$ cat src/rtl/viterbi_pkg.sv
// Shared types and defaults for the Viterbi datapath blocks.
package viterbi_pkg;

    // One encoder output pair.
    typedef logic [1:0] symbol_t;

    localparam int unsigned ILV_ROWS_DEF = 4;
    localparam int unsigned ILV_COLS_DEF = 8;

    // Interleaver reader states.
    typedef enum logic {
        StIdle = 1'b0,
        StRead = 1'b1
    } rd_state_e;

endpackage

$ cat src/rtl/ilv_bank_ram.sv
// Ping-pong symbol store for the block interleaver: one write port, one registered read port.
// Contents are deliberately left unreset.
module ilv_bank_ram
    import viterbi_pkg::*;
#(
    parameter int unsigned DEPTH = 64,
    parameter int unsigned AW    = $clog2(DEPTH)
) (
    input  logic          clk,
    input  logic          we,
    input  logic [AW-1:0] waddr,
    input  logic [1:0]    wdata,
    input  logic          re,
    input  logic [AW-1:0] raddr,
    output logic [1:0]    rdata
);

    symbol_t mem [DEPTH];

    // Write port
    always_ff @(posedge clk) begin
        if (we) begin
            mem[waddr] <= wdata;
        end
    end

    // Registered read port
    always_ff @(posedge clk) begin
        if (re) begin
            rdata <= mem[raddr];
        end
    end

endmodule

$ cat src/rtl/block_interleaver.sv
// Block interleaver: writes ROWS x COLS symbols row-major into one bank while the other bank
// is read out column-major. Swap ROWS and COLS to build the matching deinterleaver.
module block_interleaver
    import viterbi_pkg::*;
#(
    parameter int unsigned ROWS = ILV_ROWS_DEF,
    parameter int unsigned COLS = ILV_COLS_DEF
) (
    input  logic       clk,
    input  logic       rst,
    input  logic       enable_i,
    input  logic [1:0] d_in,
    output logic       valid_o,
    output logic [1:0] d_out,
    output logic       overflow_o
);

    localparam int unsigned B  = ROWS * COLS;
    localparam int unsigned AW = $clog2(B);
    localparam int unsigned RW = $clog2(ROWS);
    localparam int unsigned CW = $clog2(COLS);

    localparam logic [AW-1:0] LAST_IDX = AW'(B - 1);
    localparam logic [RW-1:0] LAST_ROW = RW'(ROWS - 1);
    localparam logic [CW-1:0] LAST_COL = CW'(COLS - 1);
    localparam logic [AW-1:0] STRIDE   = AW'(COLS);
    localparam logic [AW:0]   BANK_OFS = (AW + 1)'(B);

    // Writer state
    logic [AW-1:0] wr_idx_q;
    logic          wr_bank_q;
    logic [1:0]    full_q;
    logic [1:0]    full_d;
    logic          wr_en;
    logic          wr_last;
    logic [AW:0]   ram_waddr;

    // Reader state
    rd_state_e     state_q;
    rd_state_e     state_d;
    logic          rd_bank_q;
    logic [RW-1:0] rd_row_q;
    logic [RW-1:0] rd_row_d;
    logic [CW-1:0] rd_col_q;
    logic [CW-1:0] rd_col_d;
    logic [AW-1:0] rd_addr_q;
    logic [AW-1:0] rd_addr_d;
    logic          rd_issue;
    logic          rd_last;
    logic [AW:0]   ram_raddr;
    logic [1:0]    ram_rdata;
    logic          rd_vld_q;

    assign wr_en     = enable_i & ~full_q[wr_bank_q];
    assign wr_last   = wr_en & (wr_idx_q == LAST_IDX);
    assign ram_waddr = {1'b0, wr_idx_q} + (wr_bank_q ? BANK_OFS : '0);

    // A full bank under the read pointer is always drained, so a symbol is issued every
    // cycle the current read bank holds a complete block.
    assign rd_issue = (state_q == StRead) | full_q[rd_bank_q];

    // Full flags: reader release and writer completion never hit the same bank on one edge
    always_comb begin
        full_d = full_q;
        if (rd_last) begin
            full_d[rd_bank_q] = 1'b0;
        end
        if (wr_last) begin
            full_d[wr_bank_q] = 1'b1;
        end
    end

    // Writer index, bank select, full flags and sticky overflow
    always_ff @(posedge clk or posedge rst) begin
        if (rst) begin
            wr_idx_q   <= '0;
            wr_bank_q  <= 1'b0;
            full_q     <= '0;
            overflow_o <= 1'b0;
        end else begin
            full_q <= full_d;
            if (wr_en) begin
                wr_idx_q <= wr_last ? '0 : wr_idx_q + 1'b1;
                if (wr_last) begin
                    wr_bank_q <= ~wr_bank_q;
                end
            end else if (enable_i) begin
                overflow_o <= 1'b1;
            end
        end
    end

    // Reader FSM state register
    always_ff @(posedge clk or posedge rst) begin
        if (rst) begin
            state_q <= StIdle;
        end else begin
            state_q <= state_d;
        end
    end

    // Reader FSM next state; the other bank filling on this very edge counts as full so
    // back-to-back blocks stream without a bubble
    always_comb begin
        state_d = state_q;
        unique case (state_q)
            StIdle: if (rd_issue) state_d = StRead;
            StRead: if (rd_last && !full_d[~rd_bank_q]) state_d = StIdle;
        endcase
    end

    // Reader FSM outputs: end-of-block detect and bank-relative RAM read address
    always_comb begin
        rd_last   = rd_issue && (rd_row_q == LAST_ROW) && (rd_col_q == LAST_COL);
        ram_raddr = {1'b0, rd_addr_q} + (rd_bank_q ? BANK_OFS : '0);
    end

    // Column-major walk: step by COLS down a column, restart at the next column's top
    always_comb begin
        rd_row_d  = rd_row_q;
        rd_col_d  = rd_col_q;
        rd_addr_d = rd_addr_q;
        if (rd_issue) begin
            if (rd_row_q == LAST_ROW) begin
                rd_row_d = '0;
                if (rd_col_q == LAST_COL) begin
                    rd_col_d  = '0;
                    rd_addr_d = '0;
                end else begin
                    rd_col_d  = rd_col_q + 1'b1;
                    rd_addr_d = AW'(rd_col_q) + 1'b1;
                end
            end else begin
                rd_row_d  = rd_row_q + 1'b1;
                rd_addr_d = rd_addr_q + STRIDE;
            end
        end
    end

    // Reader counters and bank pointer
    always_ff @(posedge clk or posedge rst) begin
        if (rst) begin
            rd_bank_q <= 1'b0;
            rd_row_q  <= '0;
            rd_col_q  <= '0;
            rd_addr_q <= '0;
        end else begin
            rd_row_q  <= rd_row_d;
            rd_col_q  <= rd_col_d;
            rd_addr_q <= rd_addr_d;
            if (rd_last) begin
                rd_bank_q <= ~rd_bank_q;
            end
        end
    end

    // Output stage: RAM read register, then registered valid/data
    always_ff @(posedge clk or posedge rst) begin
        if (rst) begin
            rd_vld_q <= 1'b0;
            valid_o  <= 1'b0;
            d_out    <= '0;
        end else begin
            rd_vld_q <= rd_issue;
            valid_o  <= rd_vld_q;
            d_out    <= rd_vld_q ? ram_rdata : 2'b00;
        end
    end

    ilv_bank_ram #(
        .DEPTH (2 * B),
        .AW    (AW + 1)
    ) u_ram (
        .clk   (clk),
        .we    (wr_en),
        .waddr (ram_waddr),
        .wdata (d_in),
        .re    (rd_issue),
        .raddr (ram_raddr),
        .rdata (ram_rdata)
    );

endmodule

$ cat config.mk
export PLATFORM = sky130hd
export DESIGN_NAME = block_interleaver
export DESIGN_NICKNAME = d
export VERILOG_FILES = /design/src/rtl/viterbi_pkg.sv /design/src/rtl/ilv_bank_ram.sv /design/src/rtl/block_interleaver.sv
export SDC_FILE = /design/constraint.sdc
export NUM_CORES = 1
export LEC_CHECK = 0
export ABC_CLOCK_PERIOD_IN_PS = 2300
export CORE_AREA = 3 3 220 114
export CTS_CLUSTER_DIAMETER = 150
export DETAILED_ROUTE_END_ITERATION = 12
export DIE_AREA = 0 0 223 117
export PLACE_DENSITY_LB_ADDON = 0.05
export SLEW_MARGIN = 40
export SYNTH_ARGS = -nofsm -noshare
export SYNTH_HDL_FRONTEND = slang
export SYNTH_SLANG_ARGS = --single-unit
export TNS_END_PERCENT = 30
$ cat constraint.sdc
create_clock -name clk -period 2.3 [get_ports clk]
set_clock_uncertainty 0.1 [all_clocks]
set_input_delay 0.46 -clock clk [delete_from_list [all_inputs] [get_ports clk]]
set_output_delay 0.46 -clock clk [all_outputs]
set_load 0.01 [all_outputs]
Word-level counts from Yosys, hierarchy flattened
Memory sizes are Yosys's and may differ from the RTL's. A register that Yosys moved wholly into a read port is not among the register bits. Cells that the tools add are included.

Add/subtract/negate cells: 7. Multiply operators: 0. Div/mod/pow operators: 0. Magnitude comparators: 5. Equality and inequality tests: 3. Shift-type cells: 0. Multiplexer cells: 25. Bitwise gates (word level): 11. Reductions and logical operators: 9.

Operators by type and width (number): 5-bit by 6-bit adder with 6-bit output (2); 1-bit two-way mux (12); 6-bit two-way mux (2); 5-bit two-way mux (2); 2-bit two-way mux (4); 1-bit by 2-bit less-than comparator with 1-bit output, second input constant (3); 2-bit AND reduction (3); 5-bit by 1-bit adder with 5-bit output, second input constant (1); 5-bit by 4-bit adder with 5-bit output, second input constant (1); 5-bit equality test, second input constant (1); 1-bit logical AND (5); 1-bit inverter (5); 3-bit by 1-bit adder with 4-bit output, second input constant (1); 4-bit two-way mux (1); 3-bit by 1-bit adder with 3-bit output, second input constant (1); 3-bit equality test, second input constant (1); 3-bit two-way mux (1); 2-bit by 1-bit adder with 2-bit output, second input constant (1); 1-bit AND (2); 2-bit AND (1); 1-bit demux with 1-bit select (2); 2-bit equality test, second input constant (1); 1-bit greater-or-equal comparator, second input constant (2); 2-bit inverter (1); 4 further kinds (4).

Register bits: 25. Latch bits: 0. Memory bits (writable): 128. Bits in read-only memories: 0. Input port bits: 5. Word-level logic and storage cells: 73. Memories kept: 1.

Memory list: u_ram.mem (words 64, width 2, rd ports 1, clocked after memory_dff 1, write ports 1, line ilv_bank_ram.sv:18) `symbol_t mem [DEPTH];`.

Logic depth before layout (Yosys ltp)
Gate-level depths: netlist (run 1).

Depth in word-level cells: 15. Mapped depth: 7. Gate-level depth less buffers: 7.

Cells and area by module
From an unflattened synthesis (run 1), not the netlist that was laid out.

Cell total of the unflattened synthesis: 418. Area total of the unflattened synthesis: 6600.1 um^2.

Modules (own cells, without submodules): ilv_bank_ram (instances 1, cells an instance 324, area each 5417.7 um^2); block_interleaver (instances 1, cells an instance 94, area each 1182.4 um^2).

Least setup slack after synthesis (run 1)
Ideal clock, no wire load.

Kind: reg2reg. From: reg rd_addr_q[0]. To: reg u_ram.rdata[0] (read register of u_ram.mem), data pin. Library setup time: 0.257 ns. Data arrival time: 1.614 ns. Slack: 0.329 ns. Cell stages (with the launch flop): 7. Path buffers: 2. Cells stage by stage: dfrtp_1 > buf_6 > buf_2 > mux4_2 > nand3_1 > nand4b_1 > a32o_1.

Word-level cells in the longest chain between the ends: 1.

RTL lines: start, declared (line block_interleaver.sv:46) `logic [AW-1:0] rd_addr_q;`; start signal, assigned (line block_interleaver.sv:150) `rd_addr_q <= rd_addr_d;`; 5-bit by 6-bit adder with 6-bit output (line block_interleaver.sv:115) `ram_raddr = {1'b0, rd_addr_q} + (rd_bank_q ? BANK_OFS : '0);`; end, declared (line ilv_bank_ram.sv:15) `output logic [1:0] rdata`.

Every way passes these cells. A chain may end at the register's enable or synchronous reset.

Worst setup path in the final report (run 1)
Same ends and word-level chain as after synthesis.

==> results of run 1 <==
==> report_power, final <==
group          switching (mW)  internal (mW)  total (mW)
Clock                    1.13           1.71        2.84
Sequential              0.198           3.23        3.43
Combinational           0.621          0.416        1.04
==> kinds of logic after synthesis <==
| kind of cell | after synthesis | synth area share, % |
|---|---|---|
| flip-flops | 155 | 69.7 |
| AO/OA/AOI/OAI | 38 | 4.21 |
| XOR/XNOR | 2 | 0.269 |
| buffers and inverters | 27 | 2.14 |
| adder cells (fa/ha/maj) | 5 | 0.962 |
| multiplexers | 46 | 13.4 |
| AND/OR/NAND/NOR | 130 | 9.39 |
==> tightest hold or removal path: stages <==
cell             delay, ns
clkdlybuf4s50_1       0.40
inv_1                 0.05
buf_4                 0.30
==> cells in the final DEF, fill, tap and decap left out, drive strengths merged, types with 3 or more instances in the layout <==
master         count
a21o               4
a22oi              6
a32o               4
and2               5
buf               35
bufinv             3
clkbuf            18
clkdlybuf4s50      6
clkinv             7
dfrtp             25
edfxtp           130
ha                 5
inv               10
mux2              12
mux2i              4
mux4              30
nand2             15
nand2b             3
nand3              7
nand3b             5
nor2              74
nor2b              6
nor3               3
o21ai              8
o22ai              6
==> worst min path at each step <==
stage	start	to	depth (start not counted)	slack (ns)
6_report	rst	wr_idx_q[1]$_DFFE_PP0P_	3	0.29
4_1_cts	rst	wr_idx_q[1]$_DFFE_PP0P_	3	0.29
3_5_place_dp	rd_vld_q$_DFF_PP0_	valid_o$_DFF_PP0_	0	0.28
5_1_grt	rd_vld_q$_DFF_PP0_	valid_o$_DFF_PP0_	0	0.31
3_3_place_gp	rd_vld_q$_DFF_PP0_	valid_o$_DFF_PP0_	0	0.27
2_1_floorplan	rd_vld_q$_DFF_PP0_	valid_o$_DFF_PP0_	0	0.26
==> per-layer routing <==
metal	part of all wire, %	vias up	GRT usage [%]
li1	-	1641	-
met1	47	1862	16.5
met2	45	76	20.4
met3	6.4	16	4.68
met4	2.0	0	4.27
met5	0	-	0
==> layout make-up <==
type | instances | area (µm²)
Multi-Input combinational cell | 221 | 1840
Sequential cell | 155 | 4530
Tap cell | 307 | 384
Clock buffer | 18 | 429
Inverter | 7 | 26.3
Timing Repair Buffer | 41 | 434
Antenna cell | 1 | 2.50
Clock inverter | 14 | 168
Fill cell | 2176 | 15200
==> stage by stage <==
stage,setup WS [ns],power [mW],cell area [µm²]
floorplan,0.329,3.96,6500
global placement,-0.0243,4.50,7210
detailed placement,-0.0641,4.53,7210
CTS,0.0224,7.40,7800
global route,0.000423,7.65,7820
finish,0.0923,7.31,7820
==> registers in the layout, summed over array words and instances, names as in the netlist <==
register	flops
state_q	1
rd_vld_q	1
overflow_o	1
rd_bank_q	1
full_q	2
u_ram.rdata	2
u_ram.mem	128
rd_addr_q	5
d_out	2
wr_bank_q	1
wr_idx_q	5
rd_col_q	3
rd_row_q	2
valid_o	1
==> synth_stat cells (all sizes together) (3+ instances only) <==
master and n:
a21o 4, nand2 15, buf 10, clkbuf 10, nand2b 3, nand3b 5, nor3 3, and2 5
mux2i 4, o21ai 8, nor2b 6, dfrtp 25, ha 5, o22ai 6, edfxtp 130, mux2 12
nand3 7, a32o 4, mux4 30, nor2 74, inv 6, a22oi 6
==> metrics.cfg, run 1 <==
[clock_network]
post_cts_resized = 0
cts_buffers = 17
clock-sinks = 155
hold_buffers = 0
root_buffer = clkbuf_16
path_clk_slew_ns = 0.06
clock_path_buffers = 2
htree_levels = 4
cts_tree = done
insertion_delay_ns = 0.42
post_cts_buffers = 0

[power_and_ir_drop]
peakVddDrop_mv = 0.539
power.density_nw_per_um2 = 935
leakage_nw = 2.61

[sta]
relSlewSlack_pct = 62.4
finalSetupTns_ns = 0
drv_slew = 0
fin_crit_sh_pct = 96.0
fin_hold_ws_ns = 0.293
post-route-min-period_ns = 2.21
rsz0062_at_grt = false
finalSetupViolCount = 0
fmax_mhz = 453
worst_pin_slew_ns = 0.564
hold_viol_final = 0

[synthesis]
netlist_area_um2 = 6500
syn_area_per_cell_um2 = 16.1
yosys_warnings = 0
syn_inst = 403
ys.flop_type = edfxtp_1
synthArstFlopShare_pct = 16.1
yosysSeqAreaShare_pct = 69.7
synth.distinct_cells = 47
synth_top_cell_by_area = edfxtp_1
synth-seq-cells = 155
synth_nets = 413
synthTopCellsByArea = edfxtp_1, dfrtp_1, mux4_2
synth_edf_count = 130
synth_top_area_share_pct = 60.0

[worst_setup_path]
rr_worst_depth = 6
path_buf_inv = 2
path_depth = 6
crit_family = multiplexers
crit_path_max_incr_delay_ns = 0.55
startpoint = rd_addr_q[0]$_DFFE_PP0N_
cp.arrival_ns = 2.27
cpMaxStageDelayCell = mux4_2
worstSetupPathType = flip-flop to flip-flop
end_kind = flip-flop
path_cells = buf_12, buf_12, mux4_2, mux2i_2, a22oi_2, a32o_1
critPathRequiredTime_ns = 2.37
r2r-end = u_ram.rdata[0]$_DFFE_PN_
r2r_setup_slack_ns = 0.09
cp_max_fo = 13
r2r_start = rd_addr_q[0]$_DFFE_PP0N_
crit_path_frequent_cell = buf_12
start_kind = flip-flop
crit_end = u_ram.rdata[0]$_DFFE_PN_

[global_route]
grt_start_max_net_pins = 41
track_usage_pct = 12.8
antenna_found_initial = 0
grt_pass1_wl_um = 23800
overflow = 0
grt_pass1_vias = 3873

[run]
drv_cap = 0

[drt]
vias = 3595
drc = 0
drt_iter0_markers = 290
drtAntennaViolNets = 0
first_pass_iters = 4
wl_um = 15600
vias_per_cell = 4.71
post_drt_wl_per_cell_um = 20.4

[floorplanning]
core_area_um2 = 23000
rows = 39
die_x_um = 223
ioPinCount = 9
die_area_um2 = 26100
start_util_pct = 28.3
die_h_um = 117

[placement]
portBuffers = 8
dp_cells = 731
hpwl_um = 10300
routabilityCongestion = 0.697

[layout]
drive_gt1_share_pct = 24.3
post-route-util_pct = 34.0
fin_cells = 764
final_nets = 453
areaGrowthSynthToFinish_pct = 20.2

[status]
status = finished, final reports clean

[hold_path]
worstHoldPathType = input port to asynchronous set/reset pin

Note: power is estimated with default switching activity, not from simulation.
==> inputs of run 2 (changes only) <==
- GPL_TIMING_DRIVEN: unset -> 0
==> run 2 against run 1 <==
Sequential power fell by 2%. Register-to-register slack worse by 0.08 ns. Count of clock-buffer cells in the layout unchanged. Largest cell class unchanged. Cell count shrank 1.6%. Critical endpoint is now u_ram.rdata[1]$_DFFE_PN_. Via count grew 1.8%. Utilization shrank 0.35 points. Clock power up 5%. Sequential cell count is the same. Cell area decreased by 1.0%.
==> metrics.cfg, run 2 (same netlist as run 1, synthesis figures left out) <==
[layout]
regMostFlops = u_ram.mem
layout.area.seq_um2 = 4530
reg_top3 = u_ram.mem: 128 flops, rd_addr_q: 5 flops, wr_idx_q: 5 flops
drive_gt1_share_pct = 23.8
final_cell_mix = edfxtp_1, nor2_1, mux4_2
areaGrowthSynthToFinish_pct = 19.0
nFillCells = 2194
diodes = 0
layout_commonest_cell = edfxtp_1
largest_reg_flops = 128
fin_cells = 752
final_nets = 442
multi_input_area_um2 = 1930

[global_route]
overflow = 0
track_usage_pct = 13.3
grt_pass1_vias = 3749
grt_start_max_net_pins = 54
antenna_found_initial = 0
grt_pass1_wl_um = 24400

[status]
status = finished, final reports clean

[floorplanning]
start_util_pct = 28.3
die_h_um = 117
ioPinCount = 9
die_x_um = 223
die_area_um2 = 26100
rows = 39
core_area_um2 = 23000

[clock_network]
htree_levels = 4
cts_tree = done
root_buffer = clkbuf_16
cts_buffers = 17
insertion_delay_ns = 0.43
clock-sinks = 155
hold_buffers = 0
clock_path_buffers = 2
path_clk_slew_ns = 0.07
post_cts_buffers = 0

[sta]
finalSetupTns_ns = 0
rsz0062_at_grt = true
worst_pin_slew_ns = 0.682
relSlewSlack_pct = 54.3
fin_hold_ws_ns = 0.253
fmax_mhz = 437
fin_crit_sh_pct = 99.4
post-route-min-period_ns = 2.29
drv_slew = 0
finalSetupViolCount = 0
hold_viol_final = 0

[power_and_ir_drop]
netSwitchingFraction_pct = 27.2
leakage_nw = 2.54
power.density_nw_per_um2 = 958
combPwrFrac_pct = 14.6
p_int_mw = 5.40
peakVddDrop_mv = 0.497
p_switching_mw = 2.02
p_seq_share_pct = 45.3
clock_power_share_pct = 40.1

[worst_setup_path]
cp.arrival_ns = 2.35
cp_max_fo = 10
worstSetupPathType = flip-flop to flip-flop
critPathRequiredTime_ns = 2.37
start_kind = flip-flop
end_kind = flip-flop

[placement]
dp_cells = 720
routabilityCongestion = 0.701
hpwl_um = 10900
portBuffers = 8

[run]
drv_cap = 0

[drt]
wl_um = 16300
first_pass_iters = 5
drc = 0
drtAntennaViolNets = 0
drt_iter0_markers = 402
vias_per_cell = 4.87
post_drt_wl_per_cell_um = 21.7
vias = 3659

[hold_path]
worstHoldPathType = input port to flip-flop

## run 2: cell types whose count changed in the layout (fill, tap and decap cells not counted), moves of 4 or more
cell      delta
nand2_1      -4
buf_4       -21
buf_12       -6
clkbuf_1     +6
clkbuf_2     +4
## run 2: layer usage
layer	vias to the layer above	routed length (µm)	track usage (%)
met1	1919	7950	18.8
met3	16	1010	3.94
met5	-	0	0
met2	106	7130	19.6
li1	1618	-	-
met4	0	215	4.44
## run 2: final cells by class
type / instances / area share [%]
sequential: 155 / 58.5
tap: 307 / 4.96
multi-input combinational: 221 / 24.9
inverter: 7 / 0.356
buffer: 20 / 1.70
clock inverter: 14 / 2.51
clock buffer: 18 / 5.55
timing repair buffer: 10 / 1.49
## run 2: repair_timing
item	4_1_cts	5_1_grt
hold endpoints to repair	0	0
setup endpoints to repair	115	62
gates resized for setup	18	14
## run 2: power by group through the flow
| stage | Sequential [mW] | Combinational [mW] | Clock (mW) |
|---|---|---|---|
| 2_1_floorplan | 3.38 | 0.581 | 0 |
| 3_3_place_gp | 3.40 | 0.974 | 0 |
| 3_5_place_dp | 3.40 | 1.01 | 0 |
| 4_1_cts | 3.34 | 1.04 | 3.03 |
| 5_1_grt | 3.38 | 1.18 | 3.15 |
| 6_report | 3.36 | 1.09 | 2.97 |
## run 2: path summary, 6_finish.rpt
| path | start | end | slack [ns] | cells after the start |
|---|---|---|---|---|
| worst max-delay path | rd_addr_q[0]$_DFFE_PP0N_ | u_ram.rdata[1]$_DFFE_PN_ | 0.01 | 6 |
| worst min-delay path | d_in[0] | u_ram.mem[11][0]$_DFFE_PP_ | 0.25 | 1 |
| worst max register to register | rd_addr_q[0]$_DFFE_PP0N_ | u_ram.rdata[1]$_DFFE_PN_ | 0.01 | 6 |
| worst min register to register | rd_vld_q$_DFF_PP0_ | valid_o$_DFF_PP0_ | 0.29 | 0 |
| max in group asynchronous | rst | rd_col_q[1]$_DFFE_PP0N_ | 1.43 | 2 |
| min in group asynchronous | rst | full_q[0]$_DFF_PP0_ | 0.30 | 2 |
## run 2: critical path, cell delays in order (launching register included)
cell	delay, ns
dfrtp_1	0.34
buf_6	0.17
buf_8	0.19
mux4_2	0.56
mux2i_2	0.25
a22oi_1	0.16
a32o_1	0.25
## run 2: stage by stage
step	utilization, %	cell area, µm²	worst slack (ns)	power, mW
global route	33.7	7740	-0.0653	7.71
floorplan	-	6500	0.329	3.96
finish	33.7	7740	0.0138	7.41
CTS	33.4	7670	-0.262	7.41
detailed placement	30.5	7000	-0.644	4.41
global placement	30.3	6970	-0.760	4.37
==> inputs of run 3 (changes only) <==
- SLEW_MARGIN: 40 -> unset
==> run 3 against run 2 <==
Fmax about the same. Sequential power hardly changed. Hold slack improved by 0.035 ns. Count of clock-buffer cells in the layout unchanged. Cell count stayed put. Sequential cell count did not move. Combinational power barely moved. Cell area about the same. Routed wire length about the same.
==> metrics.cfg, run 3 (same netlist as run 1, synthesis figures left out) <==
[worst_setup_path]
path_cells = buf_6, buf_8, mux4_2, mux2i_2, a22oi_1, a32o_1
worstSetupPathType = flip-flop to flip-flop
crit_family = multiplexers
rr_worst_depth = 6
critPathRequiredTime_ns = 2.37
cp_max_fo = 10
end_kind = flip-flop
start_kind = flip-flop
path_buf_inv = 2
cpMaxStageDelayCell = mux4_2
cp.arrival_ns = 2.35
crit_path_max_incr_delay_ns = 0.56
path_depth = 6

[global_route]
overflow = 0
grt_pass1_vias = 3749
antenna_found_initial = 0
grt_pass1_wl_um = 24400
track_usage_pct = 13.3
grt_start_max_net_pins = 54

[power_and_ir_drop]
p_int_mw = 5.40
peakVddDrop_mv = 0.497
netSwitchingFraction_pct = 27.2
power.density_nw_per_um2 = 959
p_switching_mw = 2.02
leakage_nw = 2.54
combPwrFrac_pct = 14.6
p_seq_share_pct = 45.3
clock_power_share_pct = 40.1

[floorplanning]
core_area_um2 = 23000
rows = 39
start_util_pct = 28.3
die_h_um = 117
die_x_um = 223
ioPinCount = 9
die_area_um2 = 26100

[sta]
fin_crit_sh_pct = 99.4
rsz0062_at_grt = true
finalSetupViolCount = 0
hold_viol_final = 0
drv_slew = 0
relSlewSlack_pct = 33.3
fin_hold_ws_ns = 0.288
worst_pin_slew_ns = 0.999
post-route-min-period_ns = 2.29
setup_slack_ns = 0.0138
fmax_mhz = 437

[clock_network]
cts_tree = done
insertion_delay_ns = 0.43
root_buffer = clkbuf_16
clock_path_buffers = 2
path_clk_slew_ns = 0.06
cts_buffers = 17
clock-sinks = 155
htree_levels = 4
post_cts_buffers = 0

[layout]
nFillCells = 2194
final_nets = 442
reg_top3 = u_ram.mem: 128 flops, rd_addr_q: 5 flops, wr_idx_q: 5 flops
layout_commonest_cell = edfxtp_1
regMostFlops = u_ram.mem
largest_reg_flops = 128
diodes = 0
final_cell_mix = edfxtp_1, nor2_1, mux4_2
drive_gt1_share_pct = 23.6
areaGrowthSynthToFinish_pct = 18.9

[drt]
first_pass_iters = 5
wl_um = 16300
top_layer = met4
vias_per_cell = 4.86
post_drt_wl_per_cell_um = 21.7
wl_met2_um = 7120
drt_iter0_markers = 404
vias = 3658
wl_met1_um = 7960
drc = 0
dr_wl_met3_um = 1010
drtAntennaViolNets = 0

[placement]
hpwl_um = 10900
placement.setup.worst_slack_ns = -0.644
routabilityCongestion = 0.701
portBuffers = 8

[hold_path]
worstHoldPathType = flip-flop to flip-flop
hold_depth = 0

[status]
status = finished, final reports clean

[run]
drv_cap = 0

==> run 3: cell counts in the layout (fill, tap and decap cells not counted) <==
Identical to the previous run, type by type.
==> run 3: worst paths after layout <==
check                                    startpoint                  endpoint  slack, ns
hold / removal                   rd_vld_q$_DFF_PP0_         valid_o$_DFF_PP0_       0.29
hold reg to reg                  rd_vld_q$_DFF_PP0_         valid_o$_DFF_PP0_       0.29
setup reg to reg           rd_addr_q[0]$_DFFE_PP0N_  u_ram.rdata[1]$_DFFE_PN_       0.01
setup / recovery           rd_addr_q[0]$_DFFE_PP0N_  u_ram.rdata[1]$_DFFE_PN_       0.01
min in group asynchronous                       rst       full_q[0]$_DFF_PP0_       0.47
max in group asynchronous                       rst   rd_col_q[1]$_DFFE_PP0N_       1.02
==> run 3: worst reg2reg max path: cells and delay by family, from the launching register on <==
kind	cells	cell delay, ns
muxes	2	0.81
AOI/OAI and AO/OA	2	0.41
buffers and inverters	2	0.37
DFF	1	0.34
==> run 3: cell type report <==
cell class	instances	area [µm²]	share of cell area (%)
buffer	20	131	1.70
tap	307	384	4.97
timing repair buffer	10	110	1.42
clock buffer	18	429	5.55
clock inverter	14	194	2.51
sequential	155	4530	58.6
inverter	7	27.5	0.356
multi-input combinational	221	1930	24.9
==> run 3: routing by layer <==
layer | up-vias | track usage (%)
li1 | 1619 | -
met1 | 1918 | 18.8
met2 | 105 | 19.6
met3 | 16 | 3.94
met4 | 0 | 4.44
met5 | - | 0
==> run 3: repair_timing <==
item	4_1_cts	5_1_grt
setup endpoints to repair	115	62
pin swaps	0	0
hold buffers	0	0
resized for setup	18	14
==> run 3: power groups by stage <==
stage	Clock [mW]	Sequential, mW	Combinational, mW
2_1_floorplan	0	3.38	0.581
3_3_place_gp	0	3.40	0.974
3_5_place_dp	0	3.40	1.01
4_1_cts	3.03	3.34	1.04
5_1_grt	3.15	3.38	1.18
6_report	2.97	3.36	1.09
==> run 3: through the flow <==
step                      instances  utilization, %  TNS, ns  power (mW)  cell area [µm²]
after floorplan                 403               -        0        3.96             6500
after global placement          718            30.3  -155.51        4.37             6970
after detailed placement        720            30.4   -65.42        4.40             7000
after CTS                       752            33.4    -6.99        7.41             7670
after global routing            752            33.6   -0.128        7.71             7730
final                           752            33.6        0        7.41             7730
